==> src/rtl/mux_pkg.sv <==
// Shared types, defaults and the round-robin search helper for mux_nto1_rr.
package mux_pkg;

    localparam int unsigned DEF_WIDTH  = 5;
    localparam int unsigned DEF_NUM_IN = 4;
    localparam int unsigned MAX_NUM_IN = 16;
    localparam int unsigned MAX_IDX_W  = 4;

    typedef enum logic {
        ST_EMPTY = 1'b0,
        ST_FULL  = 1'b1
    } state_t;

    // Returns {found, idx}: first set bit of valid searching from ptr+1 upward, modulo n.
    function automatic logic [MAX_IDX_W:0] rr_pick(
        input logic [MAX_NUM_IN-1:0] valid,
        input logic [MAX_IDX_W-1:0]  ptr,
        input int unsigned           n
    );
        logic [MAX_IDX_W:0] res;
        int unsigned        idx;
        res = '0;
        for (int unsigned k = 1; k <= MAX_NUM_IN; k++) begin
            if (k <= n && !res[MAX_IDX_W]) begin
                idx = (32'(ptr) + k) % n;
                if (valid[MAX_IDX_W'(idx)]) begin
                    res = {1'b1, MAX_IDX_W'(idx)};
                end
            end
        end
        return res;
    endfunction

endpackage

==> src/rtl/rr_arbiter.sv <==
// Round-robin priority search over the valid channels plus the last-grant pointer.
module rr_arbiter
    import mux_pkg::*;
#(
    parameter  int unsigned NUM_IN = DEF_NUM_IN,
    localparam int unsigned SEL_W  = $clog2(NUM_IN)
) (
    input  logic              clk,
    input  logic              rst,
    input  logic [NUM_IN-1:0] i_valid,
    input  logic              i_advance,
    output logic              o_found_c,
    output logic [SEL_W-1:0]  o_idx_c
);

    logic [SEL_W-1:0]     r_ptr;
    logic [MAX_IDX_W:0]   w_pick;
    logic [MAX_NUM_IN-1:0] w_valid_ext;
    logic [MAX_IDX_W-1:0] w_ptr_ext;

    assign w_valid_ext = MAX_NUM_IN'(i_valid);
    assign w_ptr_ext   = MAX_IDX_W'(r_ptr);
    assign w_pick      = rr_pick(w_valid_ext, w_ptr_ext, NUM_IN);
    assign o_found_c   = w_pick[MAX_IDX_W];
    assign o_idx_c     = SEL_W'(w_pick[MAX_IDX_W-1:0]);

    // Pointer starts at the last channel so channel 0 wins first after reset.
    always_ff @(posedge clk or posedge rst) begin
        if (rst) begin
            r_ptr <= SEL_W'(NUM_IN - 1);
        end else if (i_advance) begin
            r_ptr <= o_idx_c;
        end
    end

endmodule

==> src/rtl/mux_nto1_rr.sv <==
// Registered N-to-1 valid/ready selector with explicit-select and round-robin modes.
module mux_nto1_rr
    import mux_pkg::*;
#(
    parameter  int unsigned WIDTH  = DEF_WIDTH,
    parameter  int unsigned NUM_IN = DEF_NUM_IN,
    localparam int unsigned SEL_W  = $clog2(NUM_IN)
) (
    input  logic                    clk,
    input  logic                    rst,
    input  logic                    mode,
    input  logic [SEL_W-1:0]        sel,
    input  logic [NUM_IN-1:0]       in_valid,
    input  logic [NUM_IN*WIDTH-1:0] in_data,
    output logic [NUM_IN-1:0]       in_ready,
    output logic                    out_valid,
    output logic [WIDTH-1:0]        out_data,
    output logic [SEL_W-1:0]        out_src,
    input  logic                    out_ready
);

    state_t             r_state;
    state_t             w_state_nxt;
    logic [WIDTH-1:0]   r_out_data;
    logic [SEL_W-1:0]   r_out_src;
    logic               w_can_accept;
    logic               w_rr_found;
    logic [SEL_W-1:0]   w_rr_idx;
    logic               w_grant_any;
    logic [SEL_W-1:0]   w_grant_idx;
    logic [NUM_IN-1:0]  w_grant;
    logic [WIDTH-1:0]   w_grant_data;

    assign w_can_accept = (r_state == ST_EMPTY) | out_ready;

    rr_arbiter #(
        .NUM_IN (NUM_IN)
    ) u_rr_arbiter (
        .clk       (clk),
        .rst       (rst),
        .i_valid   (in_valid),
        .i_advance (mode & w_grant_any),
        .o_found_c (w_rr_found),
        .o_idx_c   (w_rr_idx)
    );

    // Grant selection; an out-of-range sel matches no channel and so never grants.
    always_comb begin
        w_grant_any = 1'b0;
        w_grant_idx = '0;
        if (w_can_accept) begin
            if (mode) begin
                if (w_rr_found) begin
                    w_grant_any = 1'b1;
                    w_grant_idx = w_rr_idx;
                end
            end else begin
                for (int i = 0; i < NUM_IN; i++) begin
                    if (sel == SEL_W'(i) && in_valid[i]) begin
                        w_grant_any = 1'b1;
                        w_grant_idx = sel;
                    end
                end
            end
        end
    end

    always_comb begin
        w_grant      = '0;
        w_grant_data = '0;
        for (int i = 0; i < NUM_IN; i++) begin
            if (w_grant_any && w_grant_idx == SEL_W'(i)) begin
                w_grant[i]   = 1'b1;
                w_grant_data = in_data[i*WIDTH +: WIDTH];
            end
        end
    end

    assign in_ready = w_grant;

    always_ff @(posedge clk or posedge rst) begin
        if (rst) begin
            r_state <= ST_EMPTY;
        end else begin
            r_state <= w_state_nxt;
        end
    end

    always_comb begin
        w_state_nxt = r_state;
        case (r_state)
            ST_EMPTY: if (w_grant_any) w_state_nxt = ST_FULL;
            ST_FULL:  if (out_ready && !w_grant_any) w_state_nxt = ST_EMPTY;
            default:  w_state_nxt = ST_EMPTY;
        endcase
    end

    // Output register loads on every grant, including a same-cycle drain.
    always_ff @(posedge clk or posedge rst) begin
        if (rst) begin
            r_out_data <= '0;
            r_out_src  <= '0;
        end else if (w_grant_any) begin
            r_out_data <= w_grant_data;
            r_out_src  <= w_grant_idx;
        end
    end

    assign out_valid = (r_state == ST_FULL);
    assign out_data  = r_out_data;
    assign out_src   = r_out_src;

endmodule

==> config.mk <==
export PLATFORM = sky130hd
export DESIGN_NAME = mux_nto1_rr
export DESIGN_NICKNAME = d
export VERILOG_FILES = /design/src/rtl/mux_pkg.sv /design/src/rtl/rr_arbiter.sv /design/src/rtl/mux_nto1_rr.sv
export SDC_FILE = /design/constraint.sdc
export NUM_CORES = 1
export LEC_CHECK = 0
export ABC_AREA = 0
export CELL_PAD_IN_SITES_DETAIL_PLACEMENT = 0
export CELL_PAD_IN_SITES_GLOBAL_PLACEMENT = 1
export CORE_MARGIN = 4
export CORE_UTILIZATION = 26
export CTS_BUF_LIST = sky130_fd_sc_hd__clkbuf_2
export CTS_CLUSTER_DIAMETER = 60
export DETAILED_ROUTE_END_ITERATION = 7
export PLACE_DENSITY_LB_ADDON = 0.1
export SYNTH_ARGS = -nofsm -noshare
export SYNTH_HDL_FRONTEND = slang
export SYNTH_SLANG_ARGS = --single-unit
==> constraint.sdc <==
create_clock -name clk -period 1.85 [get_ports clk]
set_input_delay 0.2775 -clock clk [delete_from_list [all_inputs] [get_ports clk]]
set_output_delay 0.2775 -clock clk [all_outputs]
set_load 0.05 [all_outputs]
**After elaboration in Yosys (flattened, before gate mapping)**

Index checks and enable logic that the tools add are counted.

- Register bits: 10
- Output and inout port bits: 12

- Add/sub/neg operators: 4
- Magnitude comparators: 4
- Equal/unequal tests: 6
- Mux-type cells: 40
- Bitwise gates (word level): 3
- Reduce and logical (&&, ||, !) cells: 12

Operator list:

| cell | count |
|---|---|
| two-way mux 5 bit | 11 |
| < comparator 2 x 5 -> 1 bit, second input constant | 4 |
| two-way mux 1 bit | 17 |
| two-way mux 2 bit | 7 |
| logical AND 1 bit | 9 |
| binary-select mux 1 bit (select 2 bit) | 4 |
| equality test 2 bit, second input constant | 4 |
| adder 2 x 1 -> 2 bit, second input constant | 2 |
| adder 2 bit, second input constant | 2 |
| equality test 2 x 1 -> 1 bit, second input constant | 2 |
| zero test 2 bit | 2 |
| case mux 1 bit (2 select lines) | 1 |
| AND 1 bit | 1 |
| zero test 1 bit | 1 |
| inverter 1 bit | 1 |
| OR 1 bit | 1 |

**Logic depth before layout (Yosys ltp)**

Gate-level depths: netlist of the first run.

- Depth after elaboration: 19
- Depth in mapped cells: 7

**Modules after synthesis**

From an unflattened synthesis of the first run, not the netlist that was laid out.

- Cell total of the unflattened synthesis: 89
- Area, all modules: 787.0 um^2

By module, submodules not included:

| module | times used | cells an instance | area an instance (um^2) |
|---|---|---|---|
| mux_nto1_rr | 1 | 64 | 583.1 |
| rr_arbiter | 1 | 25 | 203.9 |

**Least setup slack after synthesis of the first run**

OpenSTA, ideal clock, no wires.

- Path kind: flip-flop to output port
- Start: register r_state, in the netlist out_valid
- End: output port in_ready[0]
- Data arrival time: 2.294 ns
- Required time: 1.572 ns
- Slack: -0.722 ns
- Cell stages (with the launch flop): 7
- Path buffers: 2
- Cell sequence: dfrtp_1 -> nor2b_1 -> clkbuf_1 -> or2_2 -> clkbuf_1 -> nand2b_4 -> nor2_1

- Word-level cells in the longest chain between the ends: 6
- Elaborated cells between the ends (all ways): 7
- Those cells by class: mux (3); bitwise (2); reduce/logical (2)

RTL lines:

| item | line | source |
|---|---|---|
| from (decl) | mux_nto1_rr.sv:22 | `state_t r_state;` |
| from (signal assigned) | mux_nto1_rr.sv:85 | `r_state <= w_state_nxt;` |
| inverter 1 bit (*) | n/a |  |
| OR 1 bit (*) | mux_nto1_rr.sv:34 | `assign w_can_accept = (r_state == ST_EMPTY) \| out_ready;` |
| two-way mux 2 bit | mux_nto1_rr.sv:51 | `if (w_can_accept) begin` |
| zero test 2 bit | mux_nto1_rr.sv:72 | `if (w_grant_any && w_grant_idx == SEL_W'(i)) begin` |
| logical AND 1 bit (*) | mux_nto1_rr.sv:72 |  |
| two-way mux 1 bit (*) | mux_nto1_rr.sv:72 |  |
| to (decl) | mux_nto1_rr.sv:15 | `output logic [NUM_IN-1:0] in_ready,` |

Every way passes the cells marked *; elsewhere a longest branch is shown, timed or not.

**Worst setup path after layout of the first run**

- Start: register u_rr_arbiter.r_ptr[1]
- End: output port in_ready[0]

- Word-level cells in the longest chain between the ends: 16
- Elaborated cells between the ends (all ways): 28
- Those cells by class: add/sub (4); mux (22); reduce/logical (2)

RTL lines:

| item | line | source |
|---|---|---|
| from (decl) | rr_arbiter.sv:16 | `logic [SEL_W-1:0] r_ptr;` |
| from (signal assigned) | rr_arbiter.sv:30 | `r_ptr <= SEL_W'(NUM_IN - 1);` |
| from (signal assigned) | rr_arbiter.sv:32 | `r_ptr <= o_idx_c;` |
| adder 2 x 1 -> 2 bit | mux_pkg.sv:25 | `idx = (32'(ptr) + k) % n;` |
| binary-select mux 1 bit (select 2 bit) | mux_pkg.sv:26 | `if (valid[MAX_IDX_W'(idx)]) begin` |
| two-way mux 1 bit (implied by the code) | mux_pkg.sv:26 |  |
| two-way mux 5 bit (2 in series) | mux_pkg.sv:26 |  |
| two-way mux 5 bit | mux_pkg.sv:24 | `if (k <= n && !res[MAX_IDX_W]) begin` |
| two-way mux 5 bit | mux_pkg.sv:26 |  |
| two-way mux 5 bit | mux_pkg.sv:24 |  |
| two-way mux 5 bit | mux_pkg.sv:26 |  |
| two-way mux 5 bit (*) | mux_pkg.sv:24 |  |
| two-way mux 2 bit | mux_nto1_rr.sv:53 | `if (w_rr_found) begin` |
| two-way mux 2 bit | mux_nto1_rr.sv:52 | `if (mode) begin` |
| two-way mux 2 bit | mux_nto1_rr.sv:51 |  |
| zero test 2 bit | mux_nto1_rr.sv:72 |  |
| logical AND 1 bit (*) | mux_nto1_rr.sv:72 |  |
| two-way mux 1 bit (*) | mux_nto1_rr.sv:72 |  |

Every way passes the cells marked *; elsewhere a longest branch is shown, timed or not. The select of a mux whose other input is x is not followed.

==> results.json, run 1 <==
{
  "status": "finished, violations left",
  "violations": "setup timing",
  "routed_wl_um": 2726,
  "postSynthNetCount": 117,
  "fmax_ghz": 0.4381,
  "yosys.area.top_type": "dfrtp_1",
  "nets": 194,
  "io_pins": 42,
  "grt_pass1_vias": 990,
  "port_buffers": 41,
  "die_w_um": 63.37,
  "ys_top_cells_by_count": "mux2i_1, nand2_1, dfrtp_1",
  "critical_path_class": "reg2out",
  "synth_seq_cells": 10,
  "cts_buffer_depth": 2,
  "utilization": 0.5895,
  "hold_class": "in2async",
  "timing.final.crit_period_ns": 2.282,
  "fp.coreArea_um2": 2853,
  "hold_ws_ns": 0.2959,
  "maxCapViolCount": 0,
  "r2r_cells": 8,
  "tightestPinTransition_ns": 0.4991,
  "gp_congestion": 0.8328,
  "drive_above_1_share": 0.4417,
  "synth-edff-count": 0,
  "cp_slowest_cell": "dfstp_2",
  "path_cells": "nand2_2 -> and3b_2 -> o32a_1 -> nor2_8 -> buf_12 -> nor2_4 -> buf_12",
  "antenna_found_initial": 0,
  "cts_tree": "yes",
  "cpMostUsedCell": "buf_12",
  "via_per_inst": 4.737,
  "cp-end-kind": "primary output",
  "die_h_um": 63.37,
  "yosysTopAreaCellShare": 0.2512,
  "wl_per_cell_um": 14.05,
  "synth_async_sr_flop_share": 1.000,
  "cts_buffers": 3,
  "hpwl_um": 2017,
  "ys.flop_type": "dfrtp_1",
  "synth_area_um2": 797.0,
  "postSynthAreaPerCell_um2": 9.161,
  "yosys_warnings": 0,
  "setup_ws_ns": -0.4324,
  "start_kind": "flip-flop",
  "fill_cells": 256,
  "relSlewSlack": 0.6662,
  "cp_slowest_stage_delay_ns": 0.58,
  "overflow": 0,
  "post-route-drc-count": 0,
  "drt_iter0_markers": 23,
  "grt_pass1_wl_um": 4353,
  "post_dp_cell_area_um2": 1488,
  "synth_cells": 87,
  "clk_latency_ns": 0.26,
  "clock-root-buffer": "clkbuf_2",
  "rows": 19,
  "setup_viol": 9,
  "start_util": 0.2794,
  "antennaDiodeCount": 0,
  "finalCritPeriodShare": 1.234,
  "power_density_nw_per_um2": 779.9,
  "yosys-top-cells-area": "dfrtp_1, mux2i_1, o221ai_2, dfstp_2, nand2_1",
  "drtPass1Iterations": 3,
  "stdcell_area_um2": 1682,
  "area_growth_pct": 111.0,
  "fin_skew_ns": 0.01451,
  "ys_types": 28,
  "slew_viol_final": 0,
  "vias": 919,
  "rsz0062_at_grt": "yes",
  "clkSinkCount": 10,
  "htreeDepth": 1,
  "grt_max_degree": 11,
  "cts_hold_buffers": 0,
  "drtAntennaViolNets": 0,
  "track_usage": 0.1385,
  "cp.arrival_ns": 2.00,
  "path_clk_slew_ns": 0.11,
  "ys_seq_area_frac": 0.3171,
  "die_area_um2": 4015,
  "crit_required_ns": 1.57,
  "hold_viol_final": 0,
  "peakVddDrop_mv": 0.4124,
  "crit_path_max_fanout": 5,
  "p_leak_nw": 0.7563
}
through the flow:
stage / worst slack (ns) / instances / total power, W / setup TNS [ns]
finish: -0.4324 / 194 / 0.001311 / -2.701
global route: -0.5249 / 194 / 0.001389 / -3.442
global placement: -0.4886 / 180 / 0.001052 / -4.635
detailed placement: -0.5108 / 180 / 0.001056 / -4.782
CTS: -0.4180 / 190 / 0.001261 / -2.184
floorplan: -0.1466 / 87 / 0.0007441 / -0.5670
worst max-delay path, delay by kind of cell (launching register included):
family	cells	cell delay, ns
AO/OA/AOI/OAI	1	0.38
flip-flops	1	0.58
AND/OR/NAND/NOR	4	0.51
buffers and inverters	2	0.28
state kept, by name, indices dropped and copies added (netlist names):
signal and count:
out_valid 1, out_data 5, out_src 2, u_rr_arbiter.r_ptr 2
layout make-up:
| cell class | count | area (µm²) | area share |
|---|---|---|---|
| Multi-Input combinational cell | 67 | 605.6 | 0.3601 |
| Clock buffer | 4 | 20.02 | 0.01190 |
| Inverter | 6 | 25.02 | 0.01488 |
| Timing Repair Buffer | 76 | 738.2 | 0.4390 |
| Sequential cell | 10 | 254.0 | 0.1510 |
| Tap cell | 31 | 38.79 | 0.02307 |
timing repair:
action	CTS	global route
gates resized for setup	16	12
pin swaps	5	3
buffers inserted	6	4
setup endpoints to repair	9	10
where the power goes:
part           total, W  internal (W)  switching (W)
clock network  0.000137     0.0000574      0.0000794
logic          0.000859      0.000421       0.000438
registers      0.000315      0.000281      0.0000349
total           0.00131      0.000759       0.000553
final timing paths:
kind	startpoint	to	slack [ns]
worst max-delay path	u_rr_arbiter.r_ptr[1]	in_ready[0]	-0.43
worst min-delay path	rst	out_data[4]	0.30
worst max register to register	u_rr_arbiter.r_ptr[1]	out_data[2]	-0.26
worst min register to register	out_src[1]	out_src[1]	0.50
max in group asynchronous	rst	u_rr_arbiter.r_ptr[1]	1.21
min in group clk	out_src[1]	out_src[1]	0.50
cell families (layout without fill, tap and decap cells):
logic type      after synthesis  after routing  synth area share
simple gates                 34             34            0.2339
mux                          14             14            0.1790
buf+inv                      10             86           0.06593
flops                        10             10            0.3171
compound gates               19             19            0.2041
per-layer routing:
metal	global-route usage	vias up	share of wire
met2	0.2503	26	0.52
met3	0.04973	2	0.053
met5	0	-	0
met4	0.02426	0	0.0029
li1	-	464	-
met1	0.1565	427	0.42
cells in the final DEF (no fill, tap or decap), drive strengths merged, types with 3 or more instances in the layout:
| cell type | synthesis | final |
|---|---|---|
| a21oi | 5 | 5 |
| buf | 2 | 39 |
| clkbuf | 2 | 4 |
| clkdlybuf4s50 | 0 | 32 |
| dfrtp | 8 | 8 |
| dlygate4sd2 | 0 | 5 |
| inv | 6 | 6 |
| mux2i | 12 | 12 |
| nand2 | 12 | 12 |
| nand2b | 4 | 4 |
| nor2 | 8 | 8 |
| nor3 | 3 | 3 |
| o21ai | 4 | 4 |
| o221ai | 4 | 4 |
(Power assumes the default switching activity.)
==> run 2, diff against run 1 <==
--- a/config.mk
+++ b/config.mk
@@ -13,6 +13,7 @@
 export CTS_BUF_LIST = sky130_fd_sc_hd__clkbuf_2
 export CTS_CLUSTER_DIAMETER = 60
 export DETAILED_ROUTE_END_ITERATION = 7
+export GPL_TIMING_DRIVEN = 0
 export PLACE_DENSITY_LB_ADDON = 0.1
 export SYNTH_ARGS = -nofsm -noshare
 export SYNTH_HDL_FRONTEND = slang
==> results.json, run 2 (same netlist as run 1, synthesis figures left out) <==
{
  "status": "finished, violations left",
  "violations": "setup timing",
  "cts_buffer_depth": 2,
  "die_w_um": 63.37,
  "die_h_um": 63.37,
  "relSlewSlack": 0.6596,
  "overflow": 0,
  "regArea_um2": 254.0,
  "p_leak_nw": 0.6549,
  "io_pins": 42,
  "gp_congestion": 0.8010,
  "utilization": 0.5237,
  "vias": 842,
  "grt_pass1_wl_um": 4195,
  "critPathTopFamily": "buffers and inverters",
  "r2r-start": "u_rr_arbiter.r_ptr[1]",
  "crit_path_max_fanout": 6,
  "antennaDiodeCount": 0,
  "rows": 19,
  "cp_slowest_cell": "clkdlybuf4s50_1",
  "slew_viol_final": 0,
  "drtAntennaViolNets": 0,
  "track_usage": 0.1305,
  "power_density_nw_per_um2": 806.9,
  "fin_skew_ns": 0.008587,
  "critical_path_class": "in2out",
  "via_per_inst": 4.784,
  "antenna_found_initial": 0,
  "drtPass1Iterations": 4,
  "fin_cells": 176,
  "setup_viol": 9,
  "worst-path-buf-inv": 3,
  "area_growth_pct": 87.44,
  "cp.arrival_ns": 1.96,
  "multi_input_area_um2": 581.8,
  "start_util": 0.2794,
  "dp_slack_ns": -1.237,
  "port_buffers": 41,
  "fill_cells": 283,
  "drive_above_1_share": 0.3793,
  "grt_max_degree": 11,
  "cts_buffers": 3,
  "path_clk_slew_ns": 0.13,
  "start_kind": "input port",
  "cp_slowest_stage_delay_ns": 0.52,
  "drt_iter0_markers": 27,
  "grt_pass1_vias": 889,
  "post-route-drc-count": 0,
  "cpMostUsedCell": "buf_6",
  "final_cell_mix": "clkdlybuf4s50_1, nand2_1, buf_6, buf_4, mux2i_1",
  "tightestPinTransition_ns": 0.5090,
  "final_common_cell": "clkdlybuf4s50_1",
  "peakVddDrop_mv": 0.4043,
  "cp-startpoint": "sel[1]",
  "hold_class": "in2async",
  "setup_ws_ns": -0.3884,
  "finalCritPeriodShare": 1.210,
  "wl_per_cell_um": 14.30,
  "tns_ns": -2.217,
  "die_area_um2": 4015,
  "rsz0062_at_grt": "yes",
  "path_cells": "clkdlybuf4s50_1 -> mux2_2 -> a21oi_2 -> a211o_1 -> buf_6 -> nand2b_4 -> nor2_4 -> buf_6",
  "fp.coreArea_um2": 2853,
  "clk_latency_ns": 0.26,
  "clock-root-buffer": "clkbuf_2",
  "hold_viol_final": 0,
  "timing.final.crit_period_ns": 2.238,
  "hpwl_um": 1789,
  "htreeDepth": 1,
  "clkSinkCount": 10,
  "nets": 176,
  "largest_reg_flops": 5,
  "p_total_w": 0.001205,
  "cts_tree": "yes",
  "cp-end-kind": "primary output",
  "maxCapViolCount": 0,
  "routed_wl_um": 2517,
  "placedCellCount": 159,
  "fmax_ghz": 0.4468,
  "crit_required_ns": 1.57
}
-- run 2: stage by stage --
stage	instance area, µm²	hold slack, ns
after CTS	1419	0.3008
after global placement	1291	0.4606
final	1494	0.2988
after global routing	1494	0.3142
after detailed placement	1291	0.4624
after floorplan	842.1	0.1162
-- run 2: report_power, final --
| part | leakage (nW) | internal, W | total, W | switching [W] |
|---|---|---|---|---|
| sequential | 0.113 | 0.000281 | 0.000316 | 0.0000352 |
| clock | 0.0166 | 0.0000574 | 0.000145 | 0.0000872 |
| combinational | 0.525 | 0.000345 | 0.000745 | 0.000400 |
-- run 2: worst paths after layout --
kind,end,slack [ns],cells past startpoint
worst max-delay path,in_ready[2],-0.39,8
worst min-delay path,out_data[1],0.30,2
worst max register to register,out_data[3],-0.20,8
worst min register to register,out_src[0],0.49,2
max in group asynchronous,u_rr_arbiter.r_ptr[0],1.21,2
min in group clk,out_src[0],0.49,2
-- run 2: area by class of cell --
cell class / count / area share
Multi-Input combinational cell: 67 / 0.3894
Timing Repair Buffer: 55 / 0.3626
Sequential cell: 10 / 0.1700
Tap cell: 31 / 0.02596
Buffer: 3 / 0.02178
Inverter: 6 / 0.01675
Clock buffer: 4 / 0.01340
-- run 2: timing repair --
action / CTS / global route
hold buffers: 0 / 0
endpoints found under the setup margin: 9 / 9
pin swaps: 2 / 2
setup buffers: 11 / 4
resized for setup: 37 / 16
-- run 2: worst reg2reg max path: stages (launching register included) --
cell	delay [ns]
dfstp_2	0.58
nand2_2	0.06
and3b_2	0.23
o32a_4	0.35
nor2_8	0.16
buf_4	0.14
buf_6	0.11
mux2i_2	0.21
o221ai_2	0.10
-- run 2: per-layer routing --
layer | GRT usage | routed length, µm | up-vias
met5 | 0 | 0 | -
met4 | 0.02426 | 6 | 0
li1 | - | - | 428
met1 | 0.1667 | 1163 | 390
met2 | 0.2099 | 1209 | 22
met3 | 0.04973 | 137 | 2
==> run 3, diff against run 2 <==
--- a/config.mk
+++ b/config.mk
@@ -15,6 +15,7 @@
 export DETAILED_ROUTE_END_ITERATION = 7
 export GPL_TIMING_DRIVEN = 0
 export PLACE_DENSITY_LB_ADDON = 0.1
+export SLEW_MARGIN = 20
 export SYNTH_ARGS = -nofsm -noshare
 export SYNTH_HDL_FRONTEND = slang
 export SYNTH_SLANG_ARGS = --single-unit
==> results of run 3 <==
Final layout, timing and power as in run 2 (identical DEF).
